--- config.mk ---
export PLATFORM = sky130hd
export DESIGN_NAME = wb_port_arbiter_flat
export DESIGN_NICKNAME = d
export VERILOG_FILES = /design/src/rtl/wb_port_arbiter_if.sv /design/src/rtl/wb_port_arbiter.sv /design/src/flat_wrapper.sv
export SDC_FILE = /design/constraint.sdc
export NUM_CORES = 1
export LEC_CHECK = 0
export CAP_MARGIN = 30
export CELL_PAD_IN_SITES_DETAIL_PLACEMENT = 1
export CELL_PAD_IN_SITES_GLOBAL_PLACEMENT = 2
export CORE_MARGIN = 3
export CORE_UTILIZATION = 41
export CTS_BUF_LIST = sky130_fd_sc_hd__clkbuf_4
export CTS_CLUSTER_SIZE = 28
export DETAILED_ROUTE_END_ITERATION = 12
export PLACE_DENSITY = 0.92
export SLEW_MARGIN = 0
export SYNTH_ARGS = -nofsm -noshare
export SYNTH_HDL_FRONTEND = slang
export SYNTH_SLANG_ARGS = --single-unit
--- constraint.sdc ---
create_clock -name clk -period 2.7 [get_ports clk]
set_clock_uncertainty 0.05 [all_clocks]
set_input_delay 0.54 -clock clk [delete_from_list [all_inputs] [get_ports clk]]
set_output_delay 0.54 -clock clk [all_outputs]
set_load 0.02 [all_outputs]
--- src/rtl/wb_port_arbiter_if.sv ---
// wb_port_arbiter_if
//   Bundles the write-port arbiter's bus signals.
//   pipe_*     : pipeline writeback request (valid, dest reg, data)
//   ml_*       : long-latency result push (valid/ready handshake, dest reg, data)
//   stall_pipe : upstream pipeline must hold and re-present its writeback
//   rf_*       : registered register-file write port
//   q_count    : result FIFO occupancy
//   qry_*      : hazard query against queued long-latency results
//   Modport slave is the arbiter side; master is the driver/observer side.
interface wb_port_arbiter_if #(
  parameter int DW    = 32,
  parameter int DEPTH = 4
);
  localparam int CW = $clog2(DEPTH) + 1;

  logic          pipe_we;
  logic [4:0]    pipe_rd;
  logic [DW-1:0] pipe_data;
  logic          ml_valid;
  logic [4:0]    ml_rd;
  logic [DW-1:0] ml_data;
  logic          ml_ready;
  logic          stall_pipe;
  logic          rf_we;
  logic [4:0]    rf_rd;
  logic [DW-1:0] rf_wdata;
  logic [CW-1:0] q_count;
  logic [4:0]    qry_rd;
  logic          qry_pending;

  modport slave (
    input  pipe_we, pipe_rd, pipe_data, ml_valid, ml_rd, ml_data, qry_rd,
    output ml_ready, stall_pipe, rf_we, rf_rd, rf_wdata, q_count, qry_pending
  );

  modport master (
    output pipe_we, pipe_rd, pipe_data, ml_valid, ml_rd, ml_data, qry_rd,
    input  ml_ready, stall_pipe, rf_we, rf_rd, rf_wdata, q_count, qry_pending
  );
endinterface

--- src/rtl/wb_port_arbiter.sv ---
// wb_port_arbiter
//   Shares the single register-file write port between the in-order
//   pipeline writeback and a long-latency (mul/div) unit. Pipeline writes
//   win; long-latency results wait in a DEPTH-entry FIFO and drain into
//   idle write-port cycles. Output is registered (1-cycle latency).
//   Ports: clk, reset (async, active-high), bus (wb_port_arbiter_if.slave).
//   Optional feature: define WB_ARB_STARVE_GUARD_EN to enable the
//   starvation guard, which stalls the pipeline for one cycle to force a
//   FIFO pop once the head has waited MAX_WAIT cycles. Without it the FIFO
//   drains only on idle pipeline cycles and stall_pipe is tied low.
module wb_port_arbiter #(
  parameter int DEPTH    = 4,
  parameter int MAX_WAIT = 8,
  parameter int DW       = 32
) (
  input  logic             clk,
  input  logic             reset,
  wb_port_arbiter_if.slave bus
);
  localparam int AW = $clog2(DEPTH);
  localparam int CW = AW + 1;

  logic [4:0]    mem_rd   [DEPTH];
  logic [DW-1:0] mem_data [DEPTH];
  logic [AW-1:0] wr_ptr, rd_ptr;
  logic [CW-1:0] count;
  logic          stall_q;
  logic          nonempty, pipe_wr, push, pop;

  assign nonempty     = (count != '0);
  // Registered occupancy only: a pop in this cycle does not open a slot.
  assign bus.ml_ready = (count < CW'(DEPTH));
  // x0 results complete the handshake but are never stored.
  assign push         = bus.ml_valid && bus.ml_ready && (bus.ml_rd != 5'd0);
  assign pipe_wr      = bus.pipe_we && (bus.pipe_rd != 5'd0);
  // A stall cycle forces the head out and ignores the pipeline request.
  assign pop          = nonempty && (stall_q || !pipe_wr);

  assign bus.q_count    = count;
  assign bus.stall_pipe = stall_q;

  // Storage is not reset; validity comes from count/pointers only.
  always_ff @(posedge clk) begin
    if (push) begin
      mem_rd[wr_ptr]   <= bus.ml_rd;
      mem_data[wr_ptr] <= bus.ml_data;
    end
  end

  always_ff @(posedge clk or posedge reset) begin
    if (reset) begin
      wr_ptr       <= '0;
      rd_ptr       <= '0;
      count        <= '0;
      bus.rf_we    <= 1'b0;
      bus.rf_rd    <= '0;
      bus.rf_wdata <= '0;
    end else begin
      if (push) wr_ptr <= wr_ptr + 1'b1;
      if (pop)  rd_ptr <= rd_ptr + 1'b1;
      case ({push, pop})
        2'b10:   count <= count + 1'b1;
        2'b01:   count <= count - 1'b1;
        default: count <= count;
      endcase
      bus.rf_we <= pop || (pipe_wr && !stall_q);
      if (pop) begin
        bus.rf_rd    <= mem_rd[rd_ptr];
        bus.rf_wdata <= mem_data[rd_ptr];
      end else if (pipe_wr && !stall_q) begin
        bus.rf_rd    <= bus.pipe_rd;
        bus.rf_wdata <= bus.pipe_data;
      end else begin
        bus.rf_rd    <= '0;
        bus.rf_wdata <= '0;
      end
    end
  end

`ifdef WB_ARB_STARVE_GUARD_EN
  localparam int WW = $clog2(MAX_WAIT + 1);
  logic [WW-1:0] wait_cnt;

  // wait_cnt counts cycles the head sat unpopped; on reaching MAX_WAIT-1
  // without a pop, the next cycle is a one-shot stall that drains the head.
  always_ff @(posedge clk or posedge reset) begin
    if (reset) begin
      wait_cnt <= '0;
      stall_q  <= 1'b0;
    end else begin
      stall_q <= nonempty && !pop && (wait_cnt == WW'(MAX_WAIT - 1));
      if (!nonempty || pop) wait_cnt <= '0;
      else                  wait_cnt <= wait_cnt + 1'b1;
    end
  end
`else
  assign stall_q = 1'b0;
`endif

  // Hazard query: entry i is live when its distance from the head is
  // below the occupancy.
  logic [DEPTH-1:0] hit;
  for (genvar i = 0; i < DEPTH; i++) begin : g_qry
    logic [AW-1:0] off;
    assign off    = AW'(i) - rd_ptr;
    assign hit[i] = ({1'b0, off} < count) && (mem_rd[i] == bus.qry_rd);
  end
  assign bus.qry_pending = (|hit) && (bus.qry_rd != 5'd0);
endmodule

--- src/flat_wrapper.sv ---
// flat-port wrapper written by rule: the top's interface ports become plain ports
module wb_port_arbiter_flat 
#(
  parameter int DEPTH    = 4,
  parameter int MAX_WAIT = 8,
  parameter int DW       = 32
)
  (clk, reset, bus_pipe_we, bus_pipe_rd, bus_pipe_data, bus_ml_valid, bus_ml_rd, bus_ml_data, bus_qry_rd, bus_ml_ready, bus_stall_pipe, bus_rf_we, bus_rf_rd, bus_rf_wdata, bus_q_count, bus_qry_pending);
  wb_port_arbiter_if #(.DW(DW), .DEPTH(DEPTH)) bus_i ();
  input  logic clk;
  input  logic reset;
  input wire logic [$bits(bus_i.pipe_we)-1:0] bus_pipe_we;
  input wire logic [$bits(bus_i.pipe_rd)-1:0] bus_pipe_rd;
  input wire logic [$bits(bus_i.pipe_data)-1:0] bus_pipe_data;
  input wire logic [$bits(bus_i.ml_valid)-1:0] bus_ml_valid;
  input wire logic [$bits(bus_i.ml_rd)-1:0] bus_ml_rd;
  input wire logic [$bits(bus_i.ml_data)-1:0] bus_ml_data;
  input wire logic [$bits(bus_i.qry_rd)-1:0] bus_qry_rd;
  output wire logic [$bits(bus_i.ml_ready)-1:0] bus_ml_ready;
  output wire logic [$bits(bus_i.stall_pipe)-1:0] bus_stall_pipe;
  output wire logic [$bits(bus_i.rf_we)-1:0] bus_rf_we;
  output wire logic [$bits(bus_i.rf_rd)-1:0] bus_rf_rd;
  output wire logic [$bits(bus_i.rf_wdata)-1:0] bus_rf_wdata;
  output wire logic [$bits(bus_i.q_count)-1:0] bus_q_count;
  output wire logic [$bits(bus_i.qry_pending)-1:0] bus_qry_pending;
  assign bus_i.pipe_we = bus_pipe_we;
  assign bus_i.pipe_rd = bus_pipe_rd;
  assign bus_i.pipe_data = bus_pipe_data;
  assign bus_i.ml_valid = bus_ml_valid;
  assign bus_i.ml_rd = bus_ml_rd;
  assign bus_i.ml_data = bus_ml_data;
  assign bus_i.qry_rd = bus_qry_rd;
  assign bus_ml_ready = bus_i.ml_ready;
  assign bus_stall_pipe = bus_i.stall_pipe;
  assign bus_rf_we = bus_i.rf_we;
  assign bus_rf_rd = bus_i.rf_rd;
  assign bus_rf_wdata = bus_i.rf_wdata;
  assign bus_q_count = bus_i.q_count;
  assign bus_qry_pending = bus_i.qry_pending;
  wb_port_arbiter #(.DEPTH(DEPTH), .MAX_WAIT(MAX_WAIT), .DW(DW)) u_core (.clk(clk), .reset(reset), .bus(bus_i));
endmodule
==> results.md <==
* Status: complete, but fails checks
* Failing checks: negative setup slack
* Antenna violations before repair at 0
* Die Ht at 141 um
* Post-DP Area at slightly above 0.009 mm^2
* Layout cell share with drive strength beyond 1 at approximately 24%
* Synth warnings at 0
* Seq/Total Area, Yosys at between 70 and 80%
* DRT Pass-1 Iters at 4
* Reg2reg path depth at 4
* First-pass GRT wire length at approximately 27 mm
* Prevailing post-synth register cell: edfxtp_1
* Worst-path maximum fanout at 3
* Post-DP HPWL at between 10 and 15 mm
* Nets at 623
* Top Ports at ~130
* Clock buffer depth at 2
* Post-synth cell types at 37
* Post-Place Worst Slack at -0.534 ns
* Maximum clock rate at around 350 MHz
* Htree depth at 4
* Grt total ovfl at 0
* Worst setup EP type: output pin
* Critical path data required time at approximately 2.1 ns
* Final Setup Violations at 1
* Core area at around 0.018 mm^2
* Multi-input logic area at 0.00188 mm^2
* Max Cap Viol at 0
* Design Area, Final at 0.00971 mm^2
* Setup CP Type: in -> out
* Util after Layout at 55.2%
* Setup WS post-layout at -0.156 ns
* Seq. cell area at roughly 0.0056 mm^2
* Flop2flop setup slack at 0.46 ns
* CTS clk-pin slew, worst paths at 0.16 ns
* Arr. time, crit path at 2.27 ns
* Diode count at 0
* Drt drc at 0
* Num CTS Buffers at 17
* Vias in the first global route at about 4,700
* Worst R2R Start: u_core.rd_ptr[0]
* Number of fillers in the final layout at between 1,500 and 2,000
* Wirelength per Cell at 23.0 um
* Leakage power at 3.43 nW
* DIE AREA at 0.0200 mm^2
* Avg Inst Size Synth at slightly above 20 um^2
* Die width at between 100 and 150 um
* Crit start category: primary input
* Final Hold Vio Count at 0
* #FFs+latches synth at 193
* Initial DRC Count at roughly 180
* Worst Tran Pin Value at around 0.8 ns
* PwrDens at around 920 mW/mm^2
* Routed wire length at about 18 mm
* Post-Syn Nets at 466
* Commonest cells after routing, fill and taps aside: edfxtp_1, clkdlybuf4s50_1, dfrtp_1
* Clk sinks at between 150 and 200
* Commonest non-fill, non-tap cell in the layout: edfxtp_1
* Slew Limit Fails at 0
* CP peak stage delay at 0.57 ns
* Initial Util at ~43%
* Post-Syn Area at 0.00752 mm^2
* Rows at 48
* Max VDD drop at about 0.44 mV
* Worst hold path class: in -> async
* Root buf cell: clkbuf_4
* Worst r2r dst: u_core.bus.rf_wdata[15]
* Number of flops mapped to enable cells by yosys at 148
* Crit path cell chain: clkdlybuf4s50_1 > xnor2_1 > nand4_1 > a2111oi_4 > a21oi_1 > a21oi_1 > buf_4
* Ys async rst share at between 20% and 30%
* Layout Area Growth over Synthesis at 29.1%
* Crit-path slowest cell: clkdlybuf4s50_1
* Routability cong. at 0.822
* Largest net degree at the start of global routing at between 40 and 50
* Most common cell on crit path: a21oi_1
* Vias per std cell at around 5.3
* Setup TNS at -0.156 ns
* Syn Inst Count at 373
* GRT Total Usage at 18.1%
* RSZ-0062 raised after global routing: yes
* Hold buffer count at CTS at 0
* DR vias at 4,055
* Fin crit share at 106%
* Minimum clock period at approximately 2.9 ns
* CTS tree: done
* Slew margin rel. at 46.5%
* WHS at roughly 0.25 ns
* I/O Buffers at between 100 and 150
* Detail Route Antenna Nets at 0
* Clock latency on the worst-skew pair at between 0.5 and 0.6 ns
==> power by group <==
group	switching [mW]	internal, mW	leakage [nW]
Combinational	1.65	1.71	1.39
Sequential	0.211	3.78	1.88
Clock	0.995	0.593	0.158
==> how the worst max path moves through the flow <==
stage,from,end,slack [ns],cells past startpoint
global route,u_core.mem_rd[1][2],bus_qry_pending,-0.26,6
floorplan,bus_pipe_rd[4],u_core.bus.q_count[2],0.01,11
CTS,u_core.rd_ptr[0],bus_qry_pending,-0.11,7
detailed placement,bus_qry_rd[3],bus_qry_pending,-0.53,7
global placement,bus_qry_rd[3],bus_qry_pending,-0.48,7
finish,bus_qry_rd[0],bus_qry_pending,-0.16,7
==> kinds of logic (layout without fill, tap and decap cells) <==
logic type	Yosys count	in the layout	share of synthesized area, %
AO/OA/AOI/OAI	50	50	5.49
XOR/XNOR	27	27	3.24
adder cells (fa/ha/maj)	10	10	1.76
buffers and inverters	34	204	2.45
flip-flops	193	193	74.1
multiplexers	37	37	11.1
other	1	1	0.0499
AND/OR/NAND/NOR	21	21	1.85
==> synthesized netlist by cell type (2+ instances only) <==
library cell / instances / area (um^2)
buf_2: 6 / 30.0
buf_4: 2 / 15.0
edfxtp_1: 148 / 4440
and2_1: 4 / 25.0
or4_1: 2 / 15.0
nor2_1: 3 / 11.3
inv_1: 10 / 37.5
a221oi_1: 2 / 17.5
nand4_1: 2 / 12.5
dfrtp_1: 45 / 1130
nor4_1: 2 / 12.5
nand2_1: 2 / 7.51
xnor2_1: 13 / 114
ha_1: 9 / 113
xor2_1: 13 / 114
mux4_2: 37 / 833
o21ai_0: 2 / 10.0
clkbuf_1: 9 / 33.8
buf_6: 4 / 45.0
a22o_1: 37 / 324
a21oi_1: 5 / 25.0
==> critical path: cells and delay by family <==
| family | cells | cell delay [ns] |
|---|---|---|
| and+or+nand+nor | 1 | 0.21 |
| AOI/OAI and AO/OA | 3 | 0.64 |
| buffers and inverters | 2 | 0.73 |
| xor gates and xnor gates | 1 | 0.14 |
==> registers in the layout (all words and copies together) (netlist names) <==
| name | flops |
|---|---|
| u_core.wr_ptr | 2 |
| u_core.bus.rf_rd | 5 |
| u_core.mem_rd | 20 |
| u_core.bus.rf_wdata | 32 |
| u_core.bus.q_count | 3 |
| u_core.rd_ptr | 2 |
| u_core.bus.rf_we | 1 |
| u_core.mem_data | 128 |
==> cell type report <==
class | instances | area share, %
Tap cell | 225 | 2.90
Sequential cell | 193 | 57.4
Timing Repair Buffer | 161 | 16.8
Clock buffer | 19 | 1.47
Inverter | 11 | 0.464
Multi-Input combinational cell | 146 | 19.3
Clock inverter | 13 | 1.56
==> stage by stage <==
step | cells | power (mW)
2_1_floorplan | 373 | 5.90
3_3_place_gp | 734 | 7.06
3_5_place_dp | 734 | 7.22
4_1_cts | 766 | 8.88
5_1_grt | 768 | 9.42
6_report | 768 | 8.93
==> timing repair <==
action                                  CTS  global route
pin swaps                                 5            11
endpoints found under the setup margin    1             2
setup buffers                             0             2
gates resized for setup                  12            13
endpoints found under the hold margin     0             0
==> layer usage <==
layer / global-route usage (%) / share of wire, % / vias to the layer above
met4: 5.15 / 2.5 / 0
met3: 4.35 / 4.4 / 32
met5: 0 / 0 / -
li1: - / - / 1804
met1: 22.4 / 41 / 2096
met2: 31.9 / 52 / 123
(Power assumes the default switching activity.)
